[config.mk]
export PLATFORM = sky130hd
export DESIGN_NAME = axis_arb_mux
export DESIGN_NICKNAME = d
export VERILOG_FILES = /design/src/rtl/axis_arb_pkg.sv /design/src/rtl/rr_arbiter.sv /design/src/rtl/axis_arb_mux.sv
export SDC_FILE = /design/constraint.sdc
export NUM_CORES = 1
export LEC_CHECK = 0
export ABC_AREA = 1
export CAP_MARGIN = 20
export CORE_MARGIN = 2
export CORE_UTILIZATION = 43
export DETAILED_ROUTE_END_ITERATION = 8
export PLACE_DENSITY = 0.85
export SLEW_MARGIN = 10
export SYNTH_ARGS = -nofsm -noshare
export SYNTH_HDL_FRONTEND = slang
export SYNTH_SLANG_ARGS = --single-unit
[constraint.sdc]
create_clock -name clk -period 2.65 [get_ports clk]
set_input_delay 0.265 -clock clk [delete_from_list [all_inputs] [get_ports clk]]
set_output_delay 0.265 -clock clk [all_outputs]
set_load 0.005 [all_outputs]
[src/rtl/axis_arb_pkg.sv]
// rtl/axis_arb_pkg.sv - shared types and round-robin helper for the AXI-Stream arbiters
package axis_arb_pkg;

  localparam int MAX_INPUTS = 16;

  typedef enum logic {
    ST_IDLE = 1'b0,
    ST_PASS = 1'b1
  } state_e;

  // Walk from the farthest candidate back to last+1 so the nearest requester wins.
  function automatic int rr_next(input logic [MAX_INPUTS-1:0] req, input int last, input int n);
    int sel;
    int k;
    sel = last;
    for (int i = MAX_INPUTS; i >= 1; i--) begin
      k = last + i;
      if (k >= n) k = k - n;
      if (i <= n && req[k[3:0]]) sel = k;
    end
    return sel;
  endfunction

endpackage

[src/rtl/rr_arbiter.sv]
// rtl/rr_arbiter.sv - combinational round-robin grant selection
module rr_arbiter
  import axis_arb_pkg::*;
#(
  parameter int NUM_INPUTS = 4,
  parameter int IDX_W      = $clog2(NUM_INPUTS)
) (
  input  logic [NUM_INPUTS-1:0] req_i,
  input  logic [IDX_W-1:0]      last_grant_i,
  output logic [IDX_W-1:0]      grant_idx_o,
  output logic                  any_req_o
);

  logic [MAX_INPUTS-1:0] req_ext;

  always_comb begin
    req_ext = '0;
    req_ext[NUM_INPUTS-1:0] = req_i;
  end

  assign grant_idx_o = IDX_W'(rr_next(req_ext, int'(last_grant_i), NUM_INPUTS));
  assign any_req_o   = |req_i;

endmodule

[src/rtl/axis_arb_mux.sv]
// rtl/axis_arb_mux.sv - packet-granular round-robin merge of AXI-Stream sources
module axis_arb_mux
  import axis_arb_pkg::*;
#(
  parameter int NUM_INPUTS     = 4,
  parameter int AXIS_BYTES     = 1,
  parameter int AXIS_USER_BITS = 1
) (
  input  logic                          clk,
  input  logic                          sreset,
  input  logic [NUM_INPUTS-1:0]         axis_i_tvalid,
  output logic [NUM_INPUTS-1:0]         axis_i_tready,
  input  logic [8*AXIS_BYTES-1:0]       axis_i_tdata [NUM_INPUTS],
  input  logic [AXIS_USER_BITS-1:0]     axis_i_tuser [NUM_INPUTS],
  input  logic [NUM_INPUTS-1:0]         axis_i_tlast,
  output logic                          axis_o_tvalid,
  input  logic                          axis_o_tready,
  output logic [8*AXIS_BYTES-1:0]       axis_o_tdata,
  output logic [AXIS_USER_BITS-1:0]     axis_o_tuser,
  output logic                          axis_o_tlast,
  output logic                          grant_active,
  output logic [$clog2(NUM_INPUTS)-1:0] grant_idx
);

  localparam int IDX_W = $clog2(NUM_INPUTS);
  localparam int DW    = 8 * AXIS_BYTES;

  state_e                    state_q;
  logic [IDX_W-1:0]          grant_idx_q;
  logic [IDX_W-1:0]          last_grant_q;
  logic                      grant_active_q;
  logic                      out_valid_q;
  logic [DW-1:0]             out_data_q;
  logic [AXIS_USER_BITS-1:0] out_user_q;
  logic                      out_last_q;

  logic [IDX_W-1:0] arb_idx;
  logic             any_req;
  logic             in_ready;
  logic             accept;

  rr_arbiter #(
    .NUM_INPUTS (NUM_INPUTS),
    .IDX_W      (IDX_W)
  ) u_rr_arbiter (
    .req_i        (axis_i_tvalid),
    .last_grant_i (last_grant_q),
    .grant_idx_o  (arb_idx),
    .any_req_o    (any_req)
  );

  // The output register can take a beat when empty or draining this cycle.
  assign in_ready = !out_valid_q || axis_o_tready;
  assign accept   = (state_q == ST_PASS) && in_ready && axis_i_tvalid[grant_idx_q];

  always_comb begin
    axis_i_tready = '0;
    if (state_q == ST_PASS) axis_i_tready[grant_idx_q] = in_ready;
  end

  always_ff @(posedge clk) begin
    if (sreset) begin
      state_q        <= ST_IDLE;
      grant_idx_q    <= '0;
      last_grant_q   <= IDX_W'(NUM_INPUTS - 1);
      grant_active_q <= 1'b0;
      out_valid_q    <= 1'b0;
      out_data_q     <= '0;
      out_user_q     <= '0;
      out_last_q     <= 1'b0;
    end else begin
      case (state_q)
        ST_IDLE: begin
          if (any_req) begin
            grant_idx_q    <= arb_idx;
            state_q        <= ST_PASS;
            grant_active_q <= 1'b1;
          end
        end
        ST_PASS: begin
          if (accept && axis_i_tlast[grant_idx_q]) begin
            last_grant_q   <= grant_idx_q;
            state_q        <= ST_IDLE;
            grant_active_q <= 1'b0;
          end
        end
        default: begin
          state_q        <= ST_IDLE;
          grant_active_q <= 1'b0;
        end
      endcase

      if (accept) begin
        out_valid_q <= 1'b1;
        out_data_q  <= axis_i_tdata[grant_idx_q];
        out_user_q  <= axis_i_tuser[grant_idx_q];
        out_last_q  <= axis_i_tlast[grant_idx_q];
      end else if (axis_o_tready) begin
        out_valid_q <= 1'b0;
      end
    end
  end

  assign axis_o_tvalid = out_valid_q;
  assign axis_o_tdata  = out_data_q;
  assign axis_o_tuser  = out_user_q;
  assign axis_o_tlast  = out_last_q;
  assign grant_active  = grant_active_q;
  assign grant_idx     = grant_idx_q;

endmodule

; Word level (Yosys, flattened, before mapping)
; Index checks and enable logic that the tools add are counted.
[word_totals]
ff_bits = 17
out_inout_bits = 18
[classes]
add_sub_neg = 8
magnitude_cmp = 11
n_eq_ne = 2
muxes = 37
n_bitwise = 3
reduce_logical = 11
[op_table]
columns = cell, n
row1 = "greater-or-equal comparator 32 x 4 -> 1 bit, second input constant", 4
row2 = "< comparator 4 x 5 -> 1 bit, second input constant", 4
row3 = 2-to-1 mux 4 bit, 5
row4 = binary-select mux 1 bit (select 4 bit), 4
row5 = binary-select mux 8 bit (select 2 bit), 1
row6 = 2-to-1 mux 8 bit, 2
row7 = 2-to-1 mux 1 bit, 15
row8 = "subtractor 3 x 3 -> 4 bit, second input constant", 3
row9 = 2-to-1 mux 2 bit, 4
row10 = "adder 2 x 2 -> 3 bit, second input constant", 2
row11 = binary-select mux 1 bit (select 2 bit), 3
row12 = AND reduction 2 bit, 3
row13 = "adder 2 x 3 -> 4 bit, second input constant", 1
row14 = AND 4 bit, 1
row15 = logical AND 1 bit, 4
row16 = one-hot mux 1 bit (2 select lines), 2
row17 = OR reduction 4 bit, 1
row18 = "subtractor 4 x 3 -> 4 bit, second input constant", 1
row19 = "adder 2 x 1 -> 3 bit, second input constant", 1
row20 = "greater-or-equal comparator 3 bit, second input constant", 1
row21 = "< comparator 2 x 3 -> 1 bit, second input constant", 1
row22 = inverter 2 -> 3 bit, 1
row23 = demux 1 bit (select 2 bit), 1
row24 = "greater-or-equal comparator 2 x 1 -> 1 bit, second input constant", 1
row25 = 6 further kinds, 6

; Logic depth before layout (Yosys ltp)
; Gate-level depths: netlist of run 1.
[logic_depth]
depth_word = 9
ltp_mapped = 12

; Hierarchy
; Synthesis of run 1 repeated with hierarchy kept, for this count alone.
[unflattened]
hier_cells = 200
hier_area_um2 = 1231.2
[modules_own_cells]
columns = mod, instances, cells_each, area_per_inst_um2, seq_area_each_um2
row1 = axis_arb_mux, 1, 152, 957.2, 340.3
row2 = rr_arbiter, 1, 48, 274.0, 0.0

; Least setup slack after synthesis of run 1
; No wires, ideal clock.
[synth_path]
path_kind = register to register
startpoint = register last_grant_q[0]
endpoint = register grant_idx_q[0], in the netlist grant_idx[0]
t_arrival_ns = 1.445
required_time_ns = 2.541
setup_slack_ns = 1.095
path_stages_with_launch = 13
period_less_slack_ns = 1.555
path_cell_list = dfxtp_1 inv_2 ha_1 inv_1 nand3_1 inv_1 nor2_1 nand2_1 nand2_1 nand2_1 nand3_1 nand2_1 inv_1
[synth_via]
elab_chain_len = 9
[synth_rtl]
columns = element, line
row1 = "start, declared", axis_arb_mux.sv:30  ; logic [IDX_W-1:0] last_grant_q;
row2 = "start signal, assigned", axis_arb_mux.sv:65  ; last_grant_q <= IDX_W'(NUM_INPUTS - 1);
row3 = "start signal, assigned", axis_arb_mux.sv:82  ; last_grant_q <= grant_idx_q;
row4 = adder 2 x 3 -> 4 bit, axis_arb_pkg.sv:17  ; k = last + i;
row5 = greater-or-equal comparator 32 x 4 -> 1 bit / subtractor 4 x 3 -> 4 bit (equally long branches), axis_arb_pkg.sv:18  ; if (k >= n) k = k - n;
row6 = 2-to-1 mux 4 bit, axis_arb_pkg.sv:18
row7 = binary-select mux 1 bit (select 4 bit), axis_arb_pkg.sv:19  ; if (i <= n && req[k[3:0]]) sel = k;
row8 = 2-to-1 mux 1 bit (implied by the code), axis_arb_pkg.sv:19
row9 = 2-to-1 mux 2 bit (3 in series), axis_arb_pkg.sv:19
row10 = 2-to-1 mux 2 bit *, axis_arb_pkg.sv:19
row11 = "end signal, assigned", axis_arb_mux.sv:75  ; grant_idx_q <= arb_idx;
row12 = "end, declared", axis_arb_mux.sv:29  ; logic [IDX_W-1:0] grant_idx_q;
; Every way passes the cells marked *; elsewhere a longest branch is shown, timed or not. The select of a mux whose other input is x is not followed.
; A chain may end at the register's enable or synchronous reset.

; Worst setup path after layout of run 1
[layout_path]
startpoint = input axis_o_tready
endpoint = output axis_i_tready[1]
[layout_via]
elab_chain_len = 3
[layout_rtl]
columns = element, line
row1 = "start, declared", axis_arb_mux.sv:17  ; input logic axis_o_tready,
row2 = logical OR 1 bit, axis_arb_mux.sv:53  ; assign in_ready = !out_valid_q || axis_o_tready;
row3 = AND 4 bit (no source line), --
row4 = 2-to-1 mux 4 bit, axis_arb_mux.sv:58  ; if (state_q == ST_PASS) axis_i_tready[grant_idx_q] = in_ready;
row5 = "end, declared", axis_arb_mux.sv:12  ; output logic [NUM_INPUTS-1:0] axis_i_tready,
; No other way between the ends.

==> impl_metrics.tcl, run 1 <==
set metrics [dict create \
    clock_path_buffers 2 \
    drc 0 \
    grt.overflow.total 0 \
    initial_core_util_pct 44.0 \
    antenna_found_initial 0 \
    hold_viol 0 \
    routabilityCongestion 0.823 \
    p_int_mw 0.589 \
    root_buffer "clkbuf_4" \
    cap_violations 0 \
    seq_power_share_pct 34.9 \
    fin_crit_ns 2.19 \
    grt_usage_pct 21.2 \
    clockPowerShare_pct 14.2 \
    vias 1530 \
    power.switching_mw 0.364 \
    pwr-share-comb_pct 50.9 \
    seq_area_frac_synth_pct 26.0 \
    wl_um 3550 \
    finalCritPeriodShare_pct 82.5 \
    wl_per_cell_um 11.5 \
    n_antenna_cell 0 \
    whs_ns 0.466 \
    status "finished, final reports clean" \
    switching_share_pct 38.2 \
    worstSetupEndpointType "output pin" \
    synth.avg_cell_area_um2 6.10 \
    cts.sinks 17 \
    viasPerCell 4.95 \
    clkTransAtPathRegs_ns 0.08 \
    critPathKind "in -> out" \
    syn_inst 215 \
    clock_skew_ns 0.0101 \
    worstSetupStartpointType "primary input" \
    finalSetupTns_ns 0 \
    fp.dieH_um 59.2 \
    worst_ep_arrival_time_ns 1.92 \
    worst_pin_slew_ns 0.751 \
    post_cts_buffers 0 \
    clk_latency_ns 0.29 \
    drv_slew 0 \
    synth_area_um2 1310 \
    ys_warn_count 0 \
    drive_gt1_share_pct 9.06 \
    port_buffers 64 \
    clock.fmax_ghz 0.458 \
    ys_types 24 \
    grt_pass1_wl_um 5770 \
    ios 65 \
    cts_resized 0 \
    cts_hold_buf 0 \
    grt_pass1_vias 1411 \
    hp-class "reg -> reg" \
    die_w_um 59.2 \
    finalSetupViolCount 0 \
    power_density_nw_per_um2 486 \
    ir_drop_mv 0.266 \
    areaGrowthSynthToFinish_pct 49.4 \
    synth_nets 267 \
    ys_ff_latch 17 \
    drtIter0Drc 68 \
    dr.pass1.iters 4 \
    cts_tree "built" \
    cts-htree-levels 1 \
    numCtsBuffers 3 \
    critPathMaxFanout 4 \
    rsz0062_at_grt "false" \
    rows 20 \
    antenna_left 0 \
    final_nets 329 \
    leakagePower_nw 0.955 \
    dp_hpwl_um 2840 \
    coreArea_um2 2980 \
    slew_headroom_pct 49.8 \
    grt_max_degree 20 \
    fp.dieArea_um2 3510 \
    cp.required_ns 2.38 \
]
-- cell families (layout without fill, tap and decap cells) --
group	after synthesis	after routing	synth area share, %
and+or+nand+nor	133	133	45.3
adders and majority gates	5	5	4.77
DFF	17	17	26.0
buffers and inverters	37	98	13.4
AOI/OAI and AO/OA	23	23	10.6
-- layout make-up --
class                   instances  area, um2
inverters                      30        115
flip-flops and latches         17        340
well taps                      33       41.3
repair buffers                 64        641
multi-input cells             161        796
fillers                       287       1020
clock buffers                   4       26.3
-- path summary, 6_finish.rpt --
check | depth (start not counted) | end | start | slack, ns
worst max-delay path | 6 | axis_i_tready[1] | axis_o_tready | 0.46
worst min-delay path | 2 | axis_o_tlast | axis_o_tlast | 0.47
worst min register to register | 2 | axis_o_tlast | axis_o_tlast | 0.47
worst max register to register | 8 | axis_o_tdata[5] | grant_idx[1] | 0.67
-- metrics by stage --
step | worst slack (ns) | std cells | area [um2] | util, % | power (mW)
after floorplan | 1.10 | 215 | 1310 | - | 0.643
after CTS | 0.431 | 309 | 1960 | 65.8 | 0.964
final | 0.464 | 309 | 1960 | 65.8 | 0.953
after global placement | 0.512 | 305 | 1930 | 64.9 | 0.819
after global routing | 0.343 | 309 | 1960 | 65.8 | 1.04
after detailed placement | 0.448 | 305 | 1930 | 64.9 | 0.826
-- layer usage --
metal	global-route usage [%]	wire (um)
met1	23.5	1440
met2	40.3	1750
met3	6.33	359
met4	2.60	0
met5	0	0
-- sequential cells by signal, summed over array words and instances, names as in the netlist --
signal and count:
axis_o_tdata 8, grant_idx 2, last_grant_q 2, axis_o_tlast 1, axis_o_tuser 1, axis_o_tvalid 1
grant_active 1, state_q 1
-- power by group through the flow --
stage	registers, mW	logic [mW]	clock network, mW
floorplan	0.329	0.314	0
global placement	0.337	0.483	0
detailed placement	0.338	0.488	0
CTS	0.332	0.491	0.141
global route	0.337	0.550	0.153
finish	0.332	0.485	0.135
-- worst max-delay path, cell delays in order --
cell and delay, ns:
clkdlybuf4s50_1 0.45, nor2_1 0.06, nor2_1 0.28, inv_1 0.16, nor3_1 0.17, clkdlybuf4s50_1 0.54
-- Yosys cell counts --
master / number / area, um2
nand2_1: 70 / 263
nand3_2: 1 / 10.0
nand4_4: 1 / 21.3
clkbuf_1: 1 / 3.75
inv_4: 1 / 6.26
inv_1: 26 / 97.6
dfxtp_1: 17 / 340
buf_4: 2 / 15.0
buf_12: 1 / 20.0
buf_2: 2 / 10.0
nor3_1: 2 / 10.0
a22oi_1: 1 / 7.51
o21ai_0: 7 / 35.0
nor2_2: 10 / 62.6
inv_2: 3 / 11.3
nand2_2: 3 / 18.8
nand2_4: 2 / 22.5
a21oi_2: 1 / 8.76
a21oi_1: 7 / 35.0
buf_6: 1 / 11.3
nor2_1: 27 / 101
ha_1: 5 / 62.6
a211oi_1: 7 / 52.6
nand3_1: 17 / 85.1
-- cells in the final DEF, fill, tap and decap left out --
cell type and count:
nand2_4 2, nor3_1 2, nand3_1 17, inv_1 26, ha_1 5, nand4_4 1
a211oi_1 7, o21ai_0 7, nand2_2 3, nor2_1 27, inv_4 1, dfxtp_1 17
nor2_2 10, clkdlybuf4s50_1 64, clkbuf_1 1, nand2_1 70, a22oi_1 1, nand3_2 1
a21oi_1 7, inv_2 3, clkbuf_4 3, a21oi_2 1
Note: power is estimated with default switching activity, not from simulation.
==> run 2, diff against run 1 <==
--- a/config.mk
+++ b/config.mk
@@ -8,9 +8,9 @@
 export ABC_AREA = 1
 export CAP_MARGIN = 20
 export CORE_MARGIN = 2
-export CORE_UTILIZATION = 43
+export CORE_UTILIZATION = 40
 export DETAILED_ROUTE_END_ITERATION = 8
-export PLACE_DENSITY = 0.85
+export PLACE_DENSITY = 0.8
 export SLEW_MARGIN = 10
 export SYNTH_ARGS = -nofsm -noshare
 export SYNTH_HDL_FRONTEND = slang
==> constraint.sdc (replaced) <==
create_clock -name clk -period 2.11 [get_ports clk]
set_input_delay 0.211 -clock clk [delete_from_list [all_inputs] [get_ports clk]]
set_output_delay 0.211 -clock clk [all_outputs]
set_load 0.005 [all_outputs]
==> impl_metrics.tcl, run 2 (synthesis gave the netlist of run 1 again) <==
set metrics [dict create \
    status "finished, final reports clean" \
    finalSetupTns_ns 0 \
    routabilityCongestion 0.861 \
    rsz0062_at_grt "false" \
    endpoint "axis_o_tdata[5]" \
    initial_core_util_pct 42.6 \
    ios 65 \
    layout_commonest_cell "nand2_1" \
    drive_gt1_share_pct 11.0 \
    rr_worst_depth 8 \
    cp-startpoint "grant_idx[1]" \
    rows 20 \
    grt.overflow.total 0 \
    wl_per_cell_um 11.3 \
    fp.dieArea_um2 3750 \
    dp_hpwl_um 2900 \
    fp.dieH_um 61.3 \
    clk_latency_ns 0.29 \
    rr_endpoint "axis_o_tdata[5]" \
    worstSetupStartpointType "register" \
    wl_um 3660 \
    port_buffers 64 \
    worst_path_max_delay_cell "nor2_1" \
    grt_pass1_wl_um 5760 \
    viasPerCell 4.63 \
    finish.utilization_pct 65.4 \
    cts_resized 0 \
    crit_chain "nor2_1 > a22oi_1 > nand2_2 > nand2_4 > inv_4 > nand2_1 > nand2_1 > nor2_1" \
    cts_tree "built" \
    multi_input_area_um2 796 \
    areaGrowthSynthToFinish_pct 53.4 \
    fillers 296 \
    fin_crit_ns 1.88 \
    leakagePower_nw 0.983 \
    grt_max_degree 20 \
    final_cell_mix "70 x nand2_1, 64 x clkdlybuf4s50_1, 27 x nor2_1" \
    clock_skew_ns 0.000244 \
    critPathMaxFanout 19 \
    die_w_um 61.3 \
    post_cts_buffers 0 \
    drv_slew 0 \
    r2r_slack_ns 0.23 \
    register_area_um2 340 \
    cp.required_ns 2.31 \
    grt_usage_pct 20.3 \
    cts-htree-levels 1 \
    finalSetupViolCount 0 \
    grt_pass1_vias 1307 \
    clock.fmax_ghz 0.531 \
    antenna_left 0 \
    cap_violations 0 \
    coreArea_um2 3080 \
    clkTransAtPathRegs_ns 0.10 \
    finalCritPeriodShare_pct 89.3 \
    critPathTopFamily "simple AND/OR/NAND/NOR gates" \
    root_buffer "clkbuf_4" \
    n_antenna_cell 0 \
    critPathKind "reg -> reg" \
    cts.sinks 17 \
    cts_hold_buf 0 \
    dr.pass1.iters 4 \
    power_density_nw_per_um2 609 \
    crit_cells 8 \
    final_nets 334 \
    worst_pin_slew_ns 0.807 \
    max_stage_delay_ns 0.63 \
    numCtsBuffers 3 \
    dp_cells 321 \
    clock_path_buffers 2 \
    drc 0 \
    ir_drop_mv 0.412 \
    slew_headroom_pct 46.0 \
    antenna_found_initial 0 \
    largest_register_ffs 8 \
    worst_ep_arrival_time_ns 2.08 \
    drtIter0Drc 73 \
    vias 1506 \
    layout.cells.non_filler 325 \
    worstSetupEndpointType "register" \
    hp-class "reg -> reg" \
    hold_viol 0 \
    r2r-start "grant_idx[1]" \
    worst-path-buf-inv 1 \
]
==> run 2: cell count changes in the layout (fill, tap and decap cells not counted) <==
cell / delta
buf_4: +5
clkbuf_1: -1
clkinv_2: +1
==> run 2: worst min path at each step <==
stage	end	slack, ns	cells past startpoint	startpoint
after global routing	state_q	0.50	2	state_q
final	axis_o_tlast	0.47	2	axis_o_tlast
after CTS	state_q	0.48	2	state_q
after global placement	state_q	0.45	2	state_q
after detailed placement	state_q	0.46	2	state_q
after floorplan	axis_o_tvalid	0.28	1	sreset
==> run 2: metrics by stage <==
stage               worst slack, ns  power, mW  cell area [um2]  hold slack [ns]
floorplan                     0.556      0.807             1310            0.278
global placement              0.280       1.05             1980            0.451
detailed placement            0.236       1.06             1980            0.461
CTS                           0.210       1.24             2010            0.475
global route                 0.0344       1.33             2010            0.497
finish                        0.226       1.23             2010            0.471
==> run 2: per-layer routing <==
metal  routed length (um)  track usage [%]  vias to the layer above  share of wire [%]
li1                     -                -                      799                  -
met1                 1600             24.4                      659                 44
met2                 1720             37.4                       48                 47
met3                  339             5.25                        0                9.3
met4                    0             1.86                        0                  0
met5                    0                0                        -                  0
==> run 2: worst reg2reg max path: cells and delay by family, from the launching register on <==
kind,cells,cell delay (ns)
simple gates,6,1.04
flops,1,0.33
compound gates,1,0.23
buf+inv,1,0.19
==> run 2: final cells by class <==
cell class              instances  area share [%]
multi-input cells             161            39.6
flip-flops and latches         17            16.9
repair buffers                 69            33.7
clock buffers                   3            1.12
inverters                      30            5.72
well taps                      44            2.74
clock inverters                 1           0.249
==> run 2: report_power, final <==
part | switching [mW] | internal, mW
clock | 0.105 | 0.0706
combinational | 0.336 | 0.318
sequential | 0.0293 | 0.367
==> run 3, diff against run 2 <==
--- a/config.mk
+++ b/config.mk
@@ -8,9 +8,9 @@
 export ABC_AREA = 1
 export CAP_MARGIN = 20
 export CORE_MARGIN = 2
-export CORE_UTILIZATION = 40
+export CORE_UTILIZATION = 43
 export DETAILED_ROUTE_END_ITERATION = 8
-export PLACE_DENSITY = 0.8
+export PLACE_DENSITY = 0.85
 export SLEW_MARGIN = 10
 export SYNTH_ARGS = -nofsm -noshare
 export SYNTH_HDL_FRONTEND = slang
==> constraint.sdc (replaced) <==
create_clock -name clk -period 2.35 [get_ports clk]
set_input_delay 0.235 -clock clk [delete_from_list [all_inputs] [get_ports clk]]
set_output_delay 0.235 -clock clk [all_outputs]
set_load 0.005 [all_outputs]
==> impl_metrics.tcl, run 3 (synthesis gave the netlist of run 1 again) <==
set metrics [dict create \
    r2r-start "grant_idx[0]" \
    crit_chain "clkdlybuf4s50_1 > nor2_1 > nor2_1 > inv_1 > nor3_1 > clkdlybuf4s50_1" \
    final_cell_mix "70 x nand2_1, 64 x clkdlybuf4s50_1, 27 x nor2_1" \
    finish.utilization_pct 66.8 \
    rr_endpoint "axis_o_tdata[3]" \
    fp.dieH_um 59.2 \
    grt.overflow.total 0 \
    slew_headroom_pct 49.6 \
    worst-path-buf-inv 3 \
    wl_um 3680 \
    worstSetupStartpointType "primary input" \
    antenna_found_initial 0 \
    areaGrowthSynthToFinish_pct 51.7 \
    worstSetupEndpointType "output pin" \
    clkTransAtPathRegs_ns 0.09 \
    max_stage_delay_ns 0.54 \
    post_cts_buffers 0 \
    fin_crit_ns 1.90 \
    vias 1553 \
    critPathKind "in -> out" \
    largest_register_ffs 8 \
    cts_tree "built" \
    worst_pin_slew_ns 0.753 \
    clockPowerShare_pct 13.8 \
    finalSetupTns_ns 0 \
    numCtsBuffers 3 \
    clock_path_buffers 2 \
    cts_resized 0 \
    port_buffers 64 \
    worst_path_max_delay_cell "clkdlybuf4s50_1" \
    rr_worst_depth 8 \
    routabilityCongestion 0.837 \
    antenna_left 0 \
    dp_hpwl_um 2920 \
    drtIter0Drc 59 \
    layout_commonest_cell "nand2_1" \
    grt_usage_pct 21.3 \
    die_w_um 59.2 \
    seq_power_share_pct 33.0 \
    grt_pass1_wl_um 5750 \
    cap_violations 0 \
    r2r_slack_ns 0.46 \
    grt_pass1_vias 1330 \
    rsz0062_at_grt "false" \
    pwr-share-comb_pct 53.2 \
    clock.fmax_ghz 0.526 \
    ios 65 \
    cts.sinks 17 \
    worstHoldEndpoint "state_q" \
    root_buffer "clkbuf_4" \
    drv_slew 0 \
    hold_viol 0 \
    p_int_mw 0.677 \
    viasPerCell 4.96 \
    clk_latency_ns 0.28 \
    cts_hold_buf 0 \
    critPathTopFamily "buffers and inverters" \
    dp_cells 309 \
    grt_max_degree 20 \
    n_antenna_cell 0 \
    hp-start "state_q" \
    layout.cells.non_filler 313 \
    cp.required_ns 2.12 \
    finalSetupViolCount 0 \
    power.switching_mw 0.415 \
    initial_core_util_pct 44.0 \
    wl_per_cell_um 11.7 \
    hp-class "reg -> reg" \
    fillers 260 \
    hold_depth 2 \
    final_nets 333 \
    drc 0 \
    rows 20 \
    leakagePower_nw 0.975 \
    critPathMaxFanout 4 \
    switching_share_pct 38.0 \
    status "finished, final reports clean" \
    worst_ep_arrival_time_ns 1.67 \
    drive_gt1_share_pct 10.4 \
    dr.pass1.iters 5 \
    clock_skew_ns 0.00533 \
    cts-htree-levels 1 \
    fp.dieArea_um2 3510 \
    coreArea_um2 2980 \
    power_density_nw_per_um2 549 \
    finalCritPeriodShare_pct 80.9 \
    ir_drop_mv 0.416 \
]
-- run 3: worst max-delay path by stage --
| stage | startpoint | to | slack (ns) | cells past startpoint |
|---|---|---|---|---|
| after floorplan | last_grant_q[0] | grant_idx[0] | 0.80 | 12 |
| after global placement | axis_o_tready | axis_i_tready[0] | 0.38 | 6 |
| final | axis_o_tready | axis_i_tready[0] | 0.45 | 6 |
| after detailed placement | axis_o_tready | axis_i_tready[0] | 0.46 | 6 |
| after global routing | grant_idx[0] | axis_o_tdata[5] | 0.26 | 8 |
| after CTS | axis_o_tready | axis_i_tready[0] | 0.44 | 6 |
-- run 3: metal layers --
metal	vias up	share of wire (%)	global-route usage (%)
met1	694	43	25.9
met5	-	0	0
met4	0	0	0
met2	61	49	40.0
li1	798	-	-
met3	0	7.9	5.02
-- run 3: cell type report --
cell class / count / area (um2) / area share [%]
multi-input cells: 161 / 796 / 40.0
inverters: 30 / 115 / 5.79
well taps: 33 / 41.3 / 2.08
flip-flops and latches: 17 / 340 / 17.1
repair buffers: 68 / 671 / 33.7
clock buffers: 4 / 26.3 / 1.32
-- run 3: power by group through the flow --
stage	clock (mW)	combinational, mW	sequential [mW]
after CTS	0.154	0.584	0.361
after global routing	0.167	0.650	0.367
after floorplan	0	0.354	0.371
after global placement	0	0.573	0.366
final	0.150	0.581	0.361
after detailed placement	0	0.581	0.367
-- run 3: metrics by stage --
step	hold slack (ns)	setup WS (ns)	cell area (um2)	power, mW
finish	0.466	0.449	1990	1.09
global route	0.498	0.259	1990	1.18
CTS	0.468	0.437	1990	1.10
detailed placement	0.454	0.456	1960	0.948
global placement	0.449	0.385	1960	0.939
floorplan	0.302	0.796	1310	0.725
-- run 3: tightest hold or removal path, stage by stage (launching register included) --
cell and delay, ns:
dfxtp_1 0.32, nand2_1 0.06, a21oi_1 0.05
